--- src/rtl/i2c_target_regfile.sv ---
// rtl/i2c_target_regfile.sv - I2C target with byte register file, address mask and local access port
module i2c_target_regfile #(
    parameter logic [6:0] TGT_ADDR   = 7'h50,
    parameter logic [6:0] ADDR_MASK  = 7'h7F,
    parameter int         DEPTH      = 16,
    parameter int         FILTER_LEN = 3,
    localparam int        PW         = $clog2(DEPTH)
) (
    input  logic          core_clk,
    input  logic          core_rst,
    input  logic          scl_i,
    input  logic          sda_i,
    output logic          sda_oe,
    input  logic          loc_we,
    input  logic [PW-1:0] loc_addr,
    input  logic [7:0]    loc_wdata,
    output logic [7:0]    loc_rdata,
    output logic          i2c_wr_stb,
    output logic [PW-1:0] i2c_wr_addr,
    output logic [7:0]    i2c_wr_data,
    output logic          busy,
    output logic          stop_det
);

    typedef enum logic [2:0] {S_IDLE, S_ADDR, S_PTR, S_WRITE, S_READ, S_WAIT} state_t;

    // Count value at which a persistently differing sample flips the filter output
    localparam logic [3:0] CNT_LAST = 4'(FILTER_LEN - 1);

    logic [1:0]    scl_sync_q, scl_sync_d, sda_sync_q, sda_sync_d;
    logic          scl_f_q, scl_f_d, sda_f_q, sda_f_d;
    logic [3:0]    scl_cnt_q, scl_cnt_d, sda_cnt_q, sda_cnt_d;
    logic          scl_p_q, scl_p_d, sda_p_q, sda_p_d;
    state_t        state_q, state_d;
    logic [3:0]    bit_cnt_q, bit_cnt_d;
    logic [6:0]    rx_q, rx_d;
    logic [7:0]    tx_q, tx_d;
    logic [PW-1:0] ptr_q, ptr_d;
    logic          rw_q, rw_d;
    logic          sda_oe_q, sda_oe_d;
    logic          busy_q, busy_d;
    logic          stop_q, stop_d;
    logic          wr_stb_q, wr_stb_d;
    logic [PW-1:0] wr_addr_q, wr_addr_d;
    logic [7:0]    wr_data_q, wr_data_d;
    logic [7:0]    mem_q [DEPTH];

    logic          scl_rise, scl_fall, start_c, stop_c;
    logic [7:0]    rx_byte;
    logic          addr_hit;
    logic [2:0]    tx_idx;
    logic          bus_we;

    // Bus conditions are judged on filtered levels; START/STOP need SCL high on both samples
    assign scl_rise = scl_f_q & ~scl_p_q;
    assign scl_fall = ~scl_f_q & scl_p_q;
    assign start_c  = scl_f_q & scl_p_q & sda_p_q & ~sda_f_q;
    assign stop_c   = scl_f_q & scl_p_q & ~sda_p_q & sda_f_q;

    // Byte as it stands once the current bit is shifted in (valid on the 8th rising edge)
    assign rx_byte  = {rx_q, sda_f_q};
    assign addr_hit = ((rx_byte[7:1] & ADDR_MASK) == (TGT_ADDR & ADDR_MASK)) && (rx_byte[7:1] != 7'd0);
    assign tx_idx   = 3'(4'd7 - bit_cnt_q);

    // Synchroniser, glitch filters and the transfer state machine next-state logic
    always_comb begin
        scl_sync_d = {scl_sync_q[0], scl_i};
        sda_sync_d = {sda_sync_q[0], sda_i};
        scl_p_d    = scl_f_q;
        sda_p_d    = sda_f_q;

        scl_f_d   = scl_f_q;
        scl_cnt_d = 4'd0;
        if (scl_sync_q[1] != scl_f_q) begin
            if (scl_cnt_q == CNT_LAST) scl_f_d = ~scl_f_q;
            else                       scl_cnt_d = scl_cnt_q + 4'd1;
        end
        sda_f_d   = sda_f_q;
        sda_cnt_d = 4'd0;
        if (sda_sync_q[1] != sda_f_q) begin
            if (sda_cnt_q == CNT_LAST) sda_f_d = ~sda_f_q;
            else                       sda_cnt_d = sda_cnt_q + 4'd1;
        end

        state_d   = state_q;
        bit_cnt_d = bit_cnt_q;
        rx_d      = rx_q;
        tx_d      = tx_q;
        ptr_d     = ptr_q;
        rw_d      = rw_q;
        sda_oe_d  = sda_oe_q;
        busy_d    = busy_q;
        stop_d    = 1'b0;
        wr_stb_d  = 1'b0;
        wr_addr_d = wr_addr_q;
        wr_data_d = wr_data_q;
        bus_we    = 1'b0;

        if (stop_c) begin
            state_d  = S_IDLE;
            sda_oe_d = 1'b0;
            busy_d   = 1'b0;
            stop_d   = 1'b1;
        end else if (start_c) begin
            state_d   = S_ADDR;
            bit_cnt_d = 4'd0;
            sda_oe_d  = 1'b0;
        end else begin
            case (state_q)
                S_ADDR, S_PTR, S_WRITE: begin
                    if (scl_rise && bit_cnt_q < 4'd8) begin
                        rx_d      = rx_byte[6:0];
                        bit_cnt_d = bit_cnt_q + 4'd1;
                        if (bit_cnt_q == 4'd7) begin
                            if (state_q == S_ADDR) begin
                                if (addr_hit) begin
                                    busy_d = 1'b1;
                                    rw_d   = rx_byte[0];
                                end else begin
                                    state_d = S_IDLE;
                                end
                            end else if (state_q == S_PTR) begin
                                ptr_d = rx_byte[PW-1:0];
                            end else begin
                                bus_we    = 1'b1;
                                wr_stb_d  = 1'b1;
                                wr_addr_d = ptr_q;
                                wr_data_d = rx_byte;
                                ptr_d     = ptr_q + 1'b1;
                            end
                        end
                    end else if (scl_fall && bit_cnt_q == 4'd8) begin
                        sda_oe_d  = 1'b1;
                        bit_cnt_d = 4'd9;
                    end else if (scl_fall && bit_cnt_q == 4'd9) begin
                        sda_oe_d  = 1'b0;
                        bit_cnt_d = 4'd0;
                        if (state_q == S_ADDR && rw_q) begin
                            state_d  = S_READ;
                            tx_d     = mem_q[ptr_q];
                            sda_oe_d = ~mem_q[ptr_q][7];
                        end else if (state_q == S_ADDR) begin
                            state_d = S_PTR;
                        end else begin
                            state_d = S_WRITE;
                        end
                    end
                end
                S_READ: begin
                    if (scl_rise && bit_cnt_q < 4'd8) begin
                        bit_cnt_d = bit_cnt_q + 4'd1;
                    end else if (scl_rise && bit_cnt_q == 4'd8) begin
                        bit_cnt_d = 4'd9;
                        if (sda_f_q) state_d = S_WAIT;
                        else         ptr_d   = ptr_q + 1'b1;
                    end else if (scl_fall && bit_cnt_q == 4'd8) begin
                        sda_oe_d = 1'b0;
                    end else if (scl_fall && bit_cnt_q == 4'd9) begin
                        bit_cnt_d = 4'd0;
                        tx_d      = mem_q[ptr_q];
                        sda_oe_d  = ~mem_q[ptr_q][7];
                    end else if (scl_fall && bit_cnt_q != 4'd0) begin
                        sda_oe_d = ~tx_q[tx_idx];
                    end
                end
                default: ;
            endcase
        end
    end

    // State registers; reset returns the lines to idle-high and releases SDA
    always_ff @(posedge core_clk) begin
        if (core_rst) begin
            scl_sync_q <= 2'b11;
            sda_sync_q <= 2'b11;
            scl_f_q    <= 1'b1;
            sda_f_q    <= 1'b1;
            scl_cnt_q  <= 4'd0;
            sda_cnt_q  <= 4'd0;
            scl_p_q    <= 1'b1;
            sda_p_q    <= 1'b1;
            state_q    <= S_IDLE;
            bit_cnt_q  <= 4'd0;
            rx_q       <= 7'd0;
            tx_q       <= 8'd0;
            ptr_q      <= '0;
            rw_q       <= 1'b0;
            sda_oe_q   <= 1'b0;
            busy_q     <= 1'b0;
            stop_q     <= 1'b0;
            wr_stb_q   <= 1'b0;
            wr_addr_q  <= '0;
            wr_data_q  <= 8'd0;
        end else begin
            scl_sync_q <= scl_sync_d;
            sda_sync_q <= sda_sync_d;
            scl_f_q    <= scl_f_d;
            sda_f_q    <= sda_f_d;
            scl_cnt_q  <= scl_cnt_d;
            sda_cnt_q  <= sda_cnt_d;
            scl_p_q    <= scl_p_d;
            sda_p_q    <= sda_p_d;
            state_q    <= state_d;
            bit_cnt_q  <= bit_cnt_d;
            rx_q       <= rx_d;
            tx_q       <= tx_d;
            ptr_q      <= ptr_d;
            rw_q       <= rw_d;
            sda_oe_q   <= sda_oe_d;
            busy_q     <= busy_d;
            stop_q     <= stop_d;
            wr_stb_q   <= wr_stb_d;
            wr_addr_q  <= wr_addr_d;
            wr_data_q  <= wr_data_d;
        end
    end

    // Register file; the bus write is placed last so it wins a same-address collision
    always_ff @(posedge core_clk) begin
        if (core_rst) begin
            for (int i = 0; i < DEPTH; i++) mem_q[i] <= 8'h00;
        end else begin
            if (loc_we) mem_q[loc_addr] <= loc_wdata;
            if (bus_we) mem_q[ptr_q] <= rx_byte;
        end
    end

    assign sda_oe      = sda_oe_q;
    assign busy        = busy_q;
    assign stop_det    = stop_q;
    assign i2c_wr_stb  = wr_stb_q;
    assign i2c_wr_addr = wr_addr_q;
    assign i2c_wr_data = wr_data_q;
    assign loc_rdata   = mem_q[loc_addr];

endmodule
--- config.mk ---
export PLATFORM = sky130hd
export DESIGN_NAME = i2c_target_regfile
export DESIGN_NICKNAME = d
export VERILOG_FILES = /design/src/rtl/i2c_target_regfile.sv
export SDC_FILE = /design/constraint.sdc
export NUM_CORES = 1
export LEC_CHECK = 0
export ABC_AREA = 1
export CAP_MARGIN = 20
export CORE_MARGIN = 2
export CORE_UTILIZATION = 49
export CTS_BUF_LIST = sky130_fd_sc_hd__clkbuf_8
export CTS_CLUSTER_DIAMETER = 30
export DETAILED_ROUTE_END_ITERATION = 6
export HOLD_SLACK_MARGIN = 0.03
export PLACE_DENSITY_LB_ADDON = 0.12
export RECOVER_POWER = 25
export SYNTH_ARGS = -nofsm -noshare
export SYNTH_HDL_FRONTEND = slang
export SYNTH_SLANG_ARGS = --single-unit
--- constraint.sdc ---
create_clock -name core_clk -period 2.2 [get_ports core_clk]
set_input_delay 0.44 -clock core_clk [delete_from_list [all_inputs] [get_ports core_clk]]
set_output_delay 0.44 -clock core_clk [all_outputs]
set_load 0.05 [all_outputs]
== Yosys cells after proc, flatten, opt, wreduce, memory -nomap -nowiden ==
Memory sizes are Yosys's and may differ from the RTL's. A register that Yosys moved wholly into a read port is not among the register bits.
Index checks and enable logic that the tools add are counted.
Cells by class
  bitwise operators: 19
  reduce and logical (&&, ||, !) cells: 30
  add/sub/neg operators: 5
  eq/ne operators: 42
  order comparisons: 2
  muxes and demuxes: 74
Operators with widths (count)
  $mux W8: 10
  $mux W4: 18
  $mux W1: 30
  $mux W3: 10
  $ne A2 B2 Y1 const B: 14
  $ne A3 B3 Y1 const B: 9
  $reduce_and A9 Y1: 3
  $ne A4 B4 Y1 const B: 6
  $add A4 B1 Y4 const B: 4
  $pmux W4 S2: 2
  $pmux W8 S2: 1
  $reduce_or A8 Y1: 2
  $reduce_and A7 Y1: 2
  $not A1 Y1: 12
  $reduce_and A6 Y1: 2
  $reduce_or A3 Y1: 4
  $reduce_and A11 Y1: 1
  $eq A4 B2 Y1 const B: 2
  $eq A4 B4 Y1 const B: 2
  $and A1 B1 Y1: 7
  $eq A7 B7 Y1 const B: 1
  $logic_and A1 B1 Y1: 7
  $reduce_bool A7 Y1: 1
  $eq A3 B2 Y1 const B: 2
  other kinds (18): 20
Storage, ports and cells
  memories kept: 1
  word-level logic and storage cells: 194
  bits in writable memories: 128
  register bits: 59
  input bits: 17
  output and inout bits: 24
Memories
  mem_q: depth 16, bits a word 8, read ports 2, clocked after memory_dff 1, wr ports 16, line 46  | logic [7:0] mem_q [DEPTH];

== Longest topological paths before layout ==
Gate-level depths: netlist of run 1.
  depth after elaboration: 13
  mapped depth: 12
  mapped depth without buffers: 12

== Worst setup path before layout of run 1 ==
Ideal clock, no wire load.
  kind: input to output
  start point: input port loc_addr[1]
  end point: output port loc_rdata[1]
  required time: 1.760 ns
  slack: -0.088 ns
  data arrival time: 1.848 ns
  stages: 7
  path buffers: 2
  path through: clkbuf_1 nor2_1 clkbuf_1 a22oi_1 o211ai_1 nand2_1 nand4_1
On the way
  cells in the longest elaborated chain, start to end: 1
Ends and longest elaborated chain
  start, declared: line 15  | input logic [PW-1:0] loc_addr,
  $mem_v2 Z16 W8
  end, declared: line 17  | output logic [7:0] loc_rdata,
No other way between the ends.

==> out/qor.txt, run 1 <==
status = finished, violations left
violated checks = negative setup slack
clk sinks = 191
ys flop type = edfxtp_1
Remaining DRCs = 0
CP endpoint kind = output pin
CP Class = flip-flop to output pin
Post-Route WL = 37690 µm
Yosys warning total = 0
relative slew slack = 26.62%
GRT Total Usage = 31.64%
cell area after synthesis = 0.01080 mm²
Via density = 6.226
Hold Violations, Final = 0
H-tree Lvls = 4
wire length per cell = 22.20 µm
post-route clock skew = 9.821 ps
fmax = 447.2 MHz
commonest non-fill, non-tap cell in the layout = nand3_1
placer congestion estimate = 1.028
NumNets Final = 1433
fin crit period = 2236 ps
RSZ-0062 raised after global routing = yes
register area share after synthesis = 47.27%
commonest non-fill, non-tap cells in the layout = 222 x nand3_1, 214 x o21ai_0, 141 x nor2_1
CTS root buffer = clkbuf_8
CTS max path bufs = 2
Num CTS Buffers = 17
#FFs+latches synth = 191
area grow syn2layout = 21.55%
async set or reset register ratio after synthesis = 0%
Yosys top cell by area = edfxtp_1
final setup vio count = 10
Worst Path Arrival = 1800 ps
Mapped Cells = 1312
worst min-delay path class = flip-flop to flip-flop
setup ws final = -36.20 ps
DP Cell Count = 1650
total negative slack = -118.2 ps
Synth top area share = 35.59%
Die Wd = 152.5 µm
Unique masters post-synth = 35
Die Y = 152.5 µm
final core occ = 60.33%
Pleak = 4.715 nW
Non-Filler Instances = 1698
drt pass-1 iters = 7
Port-buffer cells = 40
First DRT Iteration DRCs = 1371
top sig layer = met4
TritonCTS clock tree = built
number of routed nets with antenna violations = 0
synthesized area per cell = 8.231 µm²
Worst Hold Depth = 1
layout filler cell count = 1954
row count = 54
largest net degree at the start of global routing = 77
share of cells above drive strength 1 = 16.36%
Initial Util = 49.64%
Least-Margin Pin Slew = 1101 ps
n_diodes = 0
Final Cycle Share = 101.6%
clk_lat worst skew = 490 ps
HPWL Detailed = 25430 µm
Clock transition at path regs = 100 ps
core box area = 0.02176 mm²
Cell Pwr Density = 612.4 mW/mm²
total power = 8.038 mW
Die Footprint = 0.02324 mm²
grt total ovfl = 0
# IOs = 41
Met2 Wirelength = 17470 µm
vias in the first global route = 9851
met3 wire length = 3656 µm
Via Count = 10570
syn nets = 1340
crit-path max FO = 2
maximum vdd drop = 0.0003917 V
Slew Viols, Final = 0
startpoint types = flip-flop
number of synthesized flops with an enable pin = 128
data required time of the critical path = 1760 ps
max cap viols = 0
first-pass GRT wire length = 56570 µm
reg2reg path depth = 10
Met1 Wirelength = 14820 µm
antenna violations before repair = 0
synth top area cells = edfxtp_1 36%, dfxtp_1 12%, nand3_1 11%
==> synth_stat cells, drive strengths merged (2+ instances only) <==
cell	number
nand3	240
o21ai	224
nor2	146
nand2	139
edfxtp	128
inv	85
clkbuf	65
dfxtp	63
o211ai	54
buf	33
a22oi	32
a21oi	27
nand4	19
ha	11
nand3b	11
o221ai	9
nor3	7
or2	5
xor2	5
clkinv	3
xnor2	3
a211oi	2
==> cells by family after synthesis <==
family | Yosys count | share of synthesized area (%)
DFF | 191 | 47.27
and+or+nand+nor | 567 | 24.98
adders and majority gates | 11 | 1.274
xor gates and xnor gates | 8 | 0.6488
buffers and inverters | 186 | 7.253
AOI/OAI and AO/OA | 349 | 18.57
==> worst max-delay path, stage by stage, from the launching register on <==
cell and delay, ps:
edfxtp_1 470, a22oi_2 200, o211ai_1 130, nand2_1 110
nand4_1 190, buf_12 210
==> metal layers <==
| metal | up-vias | global-route usage [%] |
|---|---|---|
| met2 | 608 | 51.57 |
| met1 | 4983 | 40.65 |
| met5 | - | 0 |
| li1 | 4858 | - |
| met4 | 0 | 14.64 |
| met3 | 123 | 6.627 |
==> final timing paths <==
| path | slack, ps | start | endpoint |
|---|---|---|---|
| hold / removal | 420 | sda_sync_q[0]$_SDFF_PP1_ | sda_sync_q[1]$_SDFF_PP1_ |
| setup / recovery | -40 | mem_q[0][3]$_DFFE_PP_ | loc_rdata[3] |
| hold reg to reg | 420 | sda_sync_q[0]$_SDFF_PP1_ | sda_sync_q[1]$_SDFF_PP1_ |
| setup reg to reg | 50 | scl_p_q$_SDFF_PP1_ | mem_q[12][0]$_DFFE_PP_ |
==> metrics by stage <==
step,hold slack [ps],instance area (µm²),setup slack [ps]
floorplan,389.5,10810,23.43
finish,423.4,13130,-36.20
detailed placement,397.6,12420,-475.2
global route,458.8,13130,-71.81
global placement,397.0,12420,-455.1
CTS,421.8,12930,-61.05
==> power breakdown <==
part           switching, mW  internal (mW)
registers              0.141           4.00
logic                   1.00          0.566
clock network           1.40          0.931
total                   2.54           5.50
==> flip-flops by register name, indices dropped and copies added, names as in the netlist, 2 cells and up, named ones only <==
signal       flops
sda_cnt_q        4
ptr_q            4
state_q          3
scl_cnt_q        4
sda_sync_q       2
tx_q             8
i2c_wr_data      8
mem_q          128
rx_q             7
i2c_wr_addr      4
bit_cnt_q        4
scl_sync_q       2
==> area by class of cell <==
cell class                 instances  area, µm²  area share, %
timing repair buffer             170       1818          13.85
inverter                          88      330.3          2.516
clock buffer                      17      234.0          1.782
sequential                       191       5107          38.91
clock inverter                    15      157.7          1.201
tap                              280      350.3          2.669
multi-input combinational        937       5129          39.07
==> what timing repair did <==
action,CTS,global route
hold buffers,0,0
pin swaps,15,24
endpoints found under the hold margin,0,0
setup buffers,5,7
gates cloned,1,3
endpoints found under the setup margin,79,249
gates resized for setup,24,35
Note: power is estimated with default switching activity, not from simulation.
==> run 2: changes to the inputs <==
- CORE_UTILIZATION: 49 -> 45
==> out/qor.txt, run 2 (synthesized netlist as in run 1, its figures left out) <==
status = finished, violations left
violated checks = negative setup slack
TritonCTS clock tree = built
Num CTS Buffers = 17
total power = 8.143 mW
first-pass GRT wire length = 57640 µm
commonest non-fill, non-tap cell in the layout = nand3_1
Hold Violations, Final = 0
fmax = 442.6 MHz
Least-Margin Pin Slew = 1144 ps
row count = 56
Die Y = 158.9 µm
share of cells above drive strength 1 = 16.67%
dpl cell area = 0.01246 mm²
largest net degree at the start of global routing = 77
H-tree Lvls = 4
Worst Path Arrival = 1820 ps
CTS max path bufs = 2
Pleak = 4.717 nW
max reg flops = 128
fin crit period = 2260 ps
Biggest register = mem_q
Slew Viols, Final = 0
Initial Util = 45.87%
CP endpoint kind = output pin
final setup vio count = 18
clk_lat worst skew = 510 ps
vias in the first global route = 9591
core box area = 0.02354 mm²
data required time of the critical path = 1760 ps
n_diodes = 0
Remaining DRCs = 0
NumNets Final = 1455
number of routed nets with antenna violations = 0
drt pass-1 iters = 7
grt total ovfl = 0
Clock transition at path regs = 130 ps
Cell Pwr Density = 623.3 mW/mm²
Via Count = 10580
GRT Total Usage = 30.30%
placer congestion estimate = 1.013
worst min-delay path class = flip-flop to flip-flop
First DRT Iteration DRCs = 1319
setup ws final = -59.61 ps
area of the multi-input gates = 0.005016 mm²
HPWL Detailed = 27050 µm
Die Footprint = 0.02525 mm²
Via density = 6.017
Port-buffer cells = 40
Post-Route WL = 39050 µm
commonest non-fill, non-tap cells in the layout = 228 x nand3_1, 214 x o21ai_0, 139 x nor2_1
relative slew slack = 23.70%
startpoint types = flip-flop
post-route clock skew = 23.75 ps
layout filler cell count = 2258
max cap viols = 0
RSZ-0062 raised after global routing = yes
clk sinks = 191
CTS root buffer = clkbuf_8
CP Class = flip-flop to output pin
Final Cycle Share = 102.7%
Register Area = 0.005110 mm²
area grow syn2layout = 20.98%
maximum vdd drop = 0.0003809 V
crit-path max FO = 2
antenna violations before repair = 0
final core occ = 55.50%
post-route cell area = 0.01307 mm²
wire length per cell = 22.20 µm
# IOs = 41
Die Wd = 158.9 µm
## run 2: metrics by stage
step / std cells / hold WS, ps / setup WS, ps / TNS [ps]
after global placement: 1711 / 404.3 / -382.8 / -48140
final: 1759 / 425.1 / -59.61 / -314.7
after detailed placement: 1711 / 396.3 / -415.7 / -52990
after floorplan: 1312 / 389.5 / 23.43 / 0
after CTS: 1750 / 426.8 / -34.09 / -64.32
after global routing: 1759 / 435.7 / -147.4 / -11650
## run 2: path summary, 6_finish.rpt
path | start | to | slack [ps] | cells past startpoint
worst max register to register | bit_cnt_q[3]$_SDFFE_PP0P_ | mem_q[5][4]$_DFFE_PP_ | -10 | 10
worst min-delay path | scl_sync_q[0]$_SDFF_PP1_ | scl_sync_q[1]$_SDFF_PP1_ | 430 | 1
worst min register to register | scl_sync_q[0]$_SDFF_PP1_ | scl_sync_q[1]$_SDFF_PP1_ | 430 | 1
worst max-delay path | mem_q[12][3]$_DFFE_PP_ | loc_rdata[3] | -60 | 5
## run 2: layout make-up
| cell class | instances | share of cell area [%] |
|---|---|---|
| inverter | 88 | 2.557 |
| clock buffer | 17 | 1.791 |
| clock inverter | 15 | 1.437 |
| multi-input combinational | 938 | 38.39 |
| tap | 319 | 3.055 |
| timing repair buffer | 191 | 13.66 |
| sequential | 191 | 39.11 |
## run 2: what timing repair did
item / in CTS / in global routing
hold buffers: 0 / 0
endpoints found under the hold margin: 0 / 0
resized for setup: 13 / 26
buffers inserted: 6 / 7
endpoints found under the setup margin: 71 / 217
pin swaps: 24 / 17
cloned: 1 / 2
## run 2: worst max-delay path: stages, from the launching register on
cell and delay (ps):
edfxtp_1 460, a22oi_2 230, o211ai_1 120, nand2_1 90, nand4_1 210, buf_12 220
## run 2: power breakdown
part / internal, mW / switching [mW] / total (mW) / leakage (nW)
sequential: 4.00 / 0.170 / 4.17 / 1.73
clock: 0.889 / 1.58 / 2.47 / 0.209
combinational: 0.538 / 0.963 / 1.50 / 2.78
total: 5.43 / 2.71 / 8.14 / 4.72
## run 2: routing by layer
| metal | vias up | GRT usage (%) | routed length [µm] |
|---|---|---|---|
| met5 | - | 0 | 0 |
| met4 | 0 | 13.51 | 1766 |
| met3 | 115 | 5.564 | 4029 |
| met2 | 615 | 46.37 | 17050 |
| met1 | 4934 | 42.08 | 16200 |
| li1 | 4920 | - | - |
==> run 3: changes to the inputs <==
- CORE_MARGIN: 2 -> 5
- clock period: 2.2 -> 2.33 ns (I/O delays scaled with it)
==> out/qor.txt, run 3 (synthesized netlist as in run 1, its figures left out) <==
post-route clock skew = 16.72 ps
clk sinks = 191
Post-Route WL = 38110 µm
clk_lat worst skew = 490 ps
Num CTS Buffers = 17
Final Cycle Share = 96.91%
status = finished, final reports clean
row count = 56
Pleak = 4.668 nW
Least-Margin Pin Slew = 997.2 ps
drt pass-1 iters = 6
Port-buffer cells = 40
CP endpoint kind = output pin
max cap viols = 0
GRT Total Usage = 28.48%
Register Area = 0.005106 mm²
First DRT Iteration DRCs = 1315
wire length per cell = 22.07 µm
area grow syn2layout = 20.06%
Die Wd = 164.9 µm
crit-path max FO = 6
layout filler cell count = 2203
worst min-delay path class = flip-flop to flip-flop
Hold Violations, Final = 0
Via density = 5.916
TritonCTS clock tree = built
area of the multi-input gates = 0.004999 mm²
max reg flops = 128
grt total ovfl = 0
NumNets Final = 1423
H-tree Lvls = 4
dpl cell area = 0.01239 mm²
Slew Viols, Final = 0
data required time of the critical path = 1860 ps
vias in the first global route = 9635
fmax = 442.9 MHz
startpoint types = input port
Remaining DRCs = 0
maximum vdd drop = 0.0004143 V
Hold WS = 419.7 ps
total negative slack = 0 ps
Via Count = 10220
commonest non-fill, non-tap cells in the layout = 230 x nand3_1, 214 x o21ai_0, 142 x nor2_1
n_diodes = 0
crit path from = loc_addr[0]
final setup vio count = 0
Clock transition at path regs = 100 ps
Hold Crit Start = sda_sync_q[0]$_SDFF_PP1_
largest net degree at the start of global routing = 77
placer congestion estimate = 0.9866
RSZ-0062 raised after global routing = no
number of routed nets with antenna violations = 0
Die Y = 164.9 µm
CTS max path bufs = 2
fin crit period = 2258 ps
Die Footprint = 0.02720 mm²
Biggest register = mem_q
CP Class = input port to output pin
post-route cell area = 0.01296 mm²
Initial Util = 45.87%
# IOs = 41
HPWL Detailed = 26840 µm
first-pass GRT wire length = 58220 µm
CTS root buffer = clkbuf_8
Cell Pwr Density = 593.9 mW/mm²
share of cells above drive strength 1 = 13.78%
core box area = 0.02354 mm²
final core occ = 55.07%
relative slew slack = 33.52%
antenna violations before repair = 0
Worst Path Arrival = 1790 ps
commonest non-fill, non-tap cell in the layout = nand3_1
Hold-fix buffers, CTS = 0
==> run 3: cell type report <==
class / count / area share, %
Timing Repair Buffer: 162 / 13.24
Tap cell: 319 / 3.079
Clock inverter: 14 / 1.284
Sequential cell: 191 / 39.38
Clock buffer: 18 / 1.911
Multi-Input combinational cell: 935 / 38.55
Inverter: 88 / 2.548
==> run 3: where the power goes <==
part | switching (mW) | internal (mW) | total (mW)
sequential | 0.147 | 3.78 | 3.92
clock | 1.25 | 1.10 | 2.35
combinational | 0.918 | 0.512 | 1.43
==> run 3: worst max-delay path, stage by stage <==
cell and delay [ps]:
buf_2 100, buf_6 100, nor2_4 50, buf_12 130
buf_16 130, a22oi_1 200, nand3_1 170, nand2_1 110
nand4_1 130, buf_12 180
==> run 3: what timing repair did <==
action                     4_1_cts  5_1_grt
resized for setup               23       10
gates cloned                     2        2
pin swaps                       18       10
setup endpoints to repair        8       10
setup buffers                    3        0
==> run 3: path summary, 6_finish.rpt <==
check / to / slack (ps) / cells after the start
worst max-delay path: loc_rdata[4] / 70 / 10
worst min-delay path: sda_sync_q[1]$_SDFF_PP1_ / 420 / 1
worst max register to register: tx_q[4]$_SDFFE_PP0P_ / 150 / 8
worst min register to register: sda_sync_q[1]$_SDFF_PP1_ / 420 / 1
==> run 3: metal layers <==
layer	part of all wire [%]	wire (µm)	global-route usage (%)	vias up
li1	-	-	-	4832
met1	42	16180	40.01	4812
met2	46	17480	45.25	494
met3	8.7	3320	4.692	79
met4	3.0	1136	8.885	0
met5	0	0	0	-
==> run 3: stage by stage <==
step	setup WS, ps	instances	total power [mW]
after floorplan	0.2678	1312	4.738
final	71.91	1727	7.700
after global placement	-297.2	1689	5.358
after detailed placement	-358.1	1689	5.368
after CTS	2.421	1725	7.698
after global routing	8.249	1727	7.987
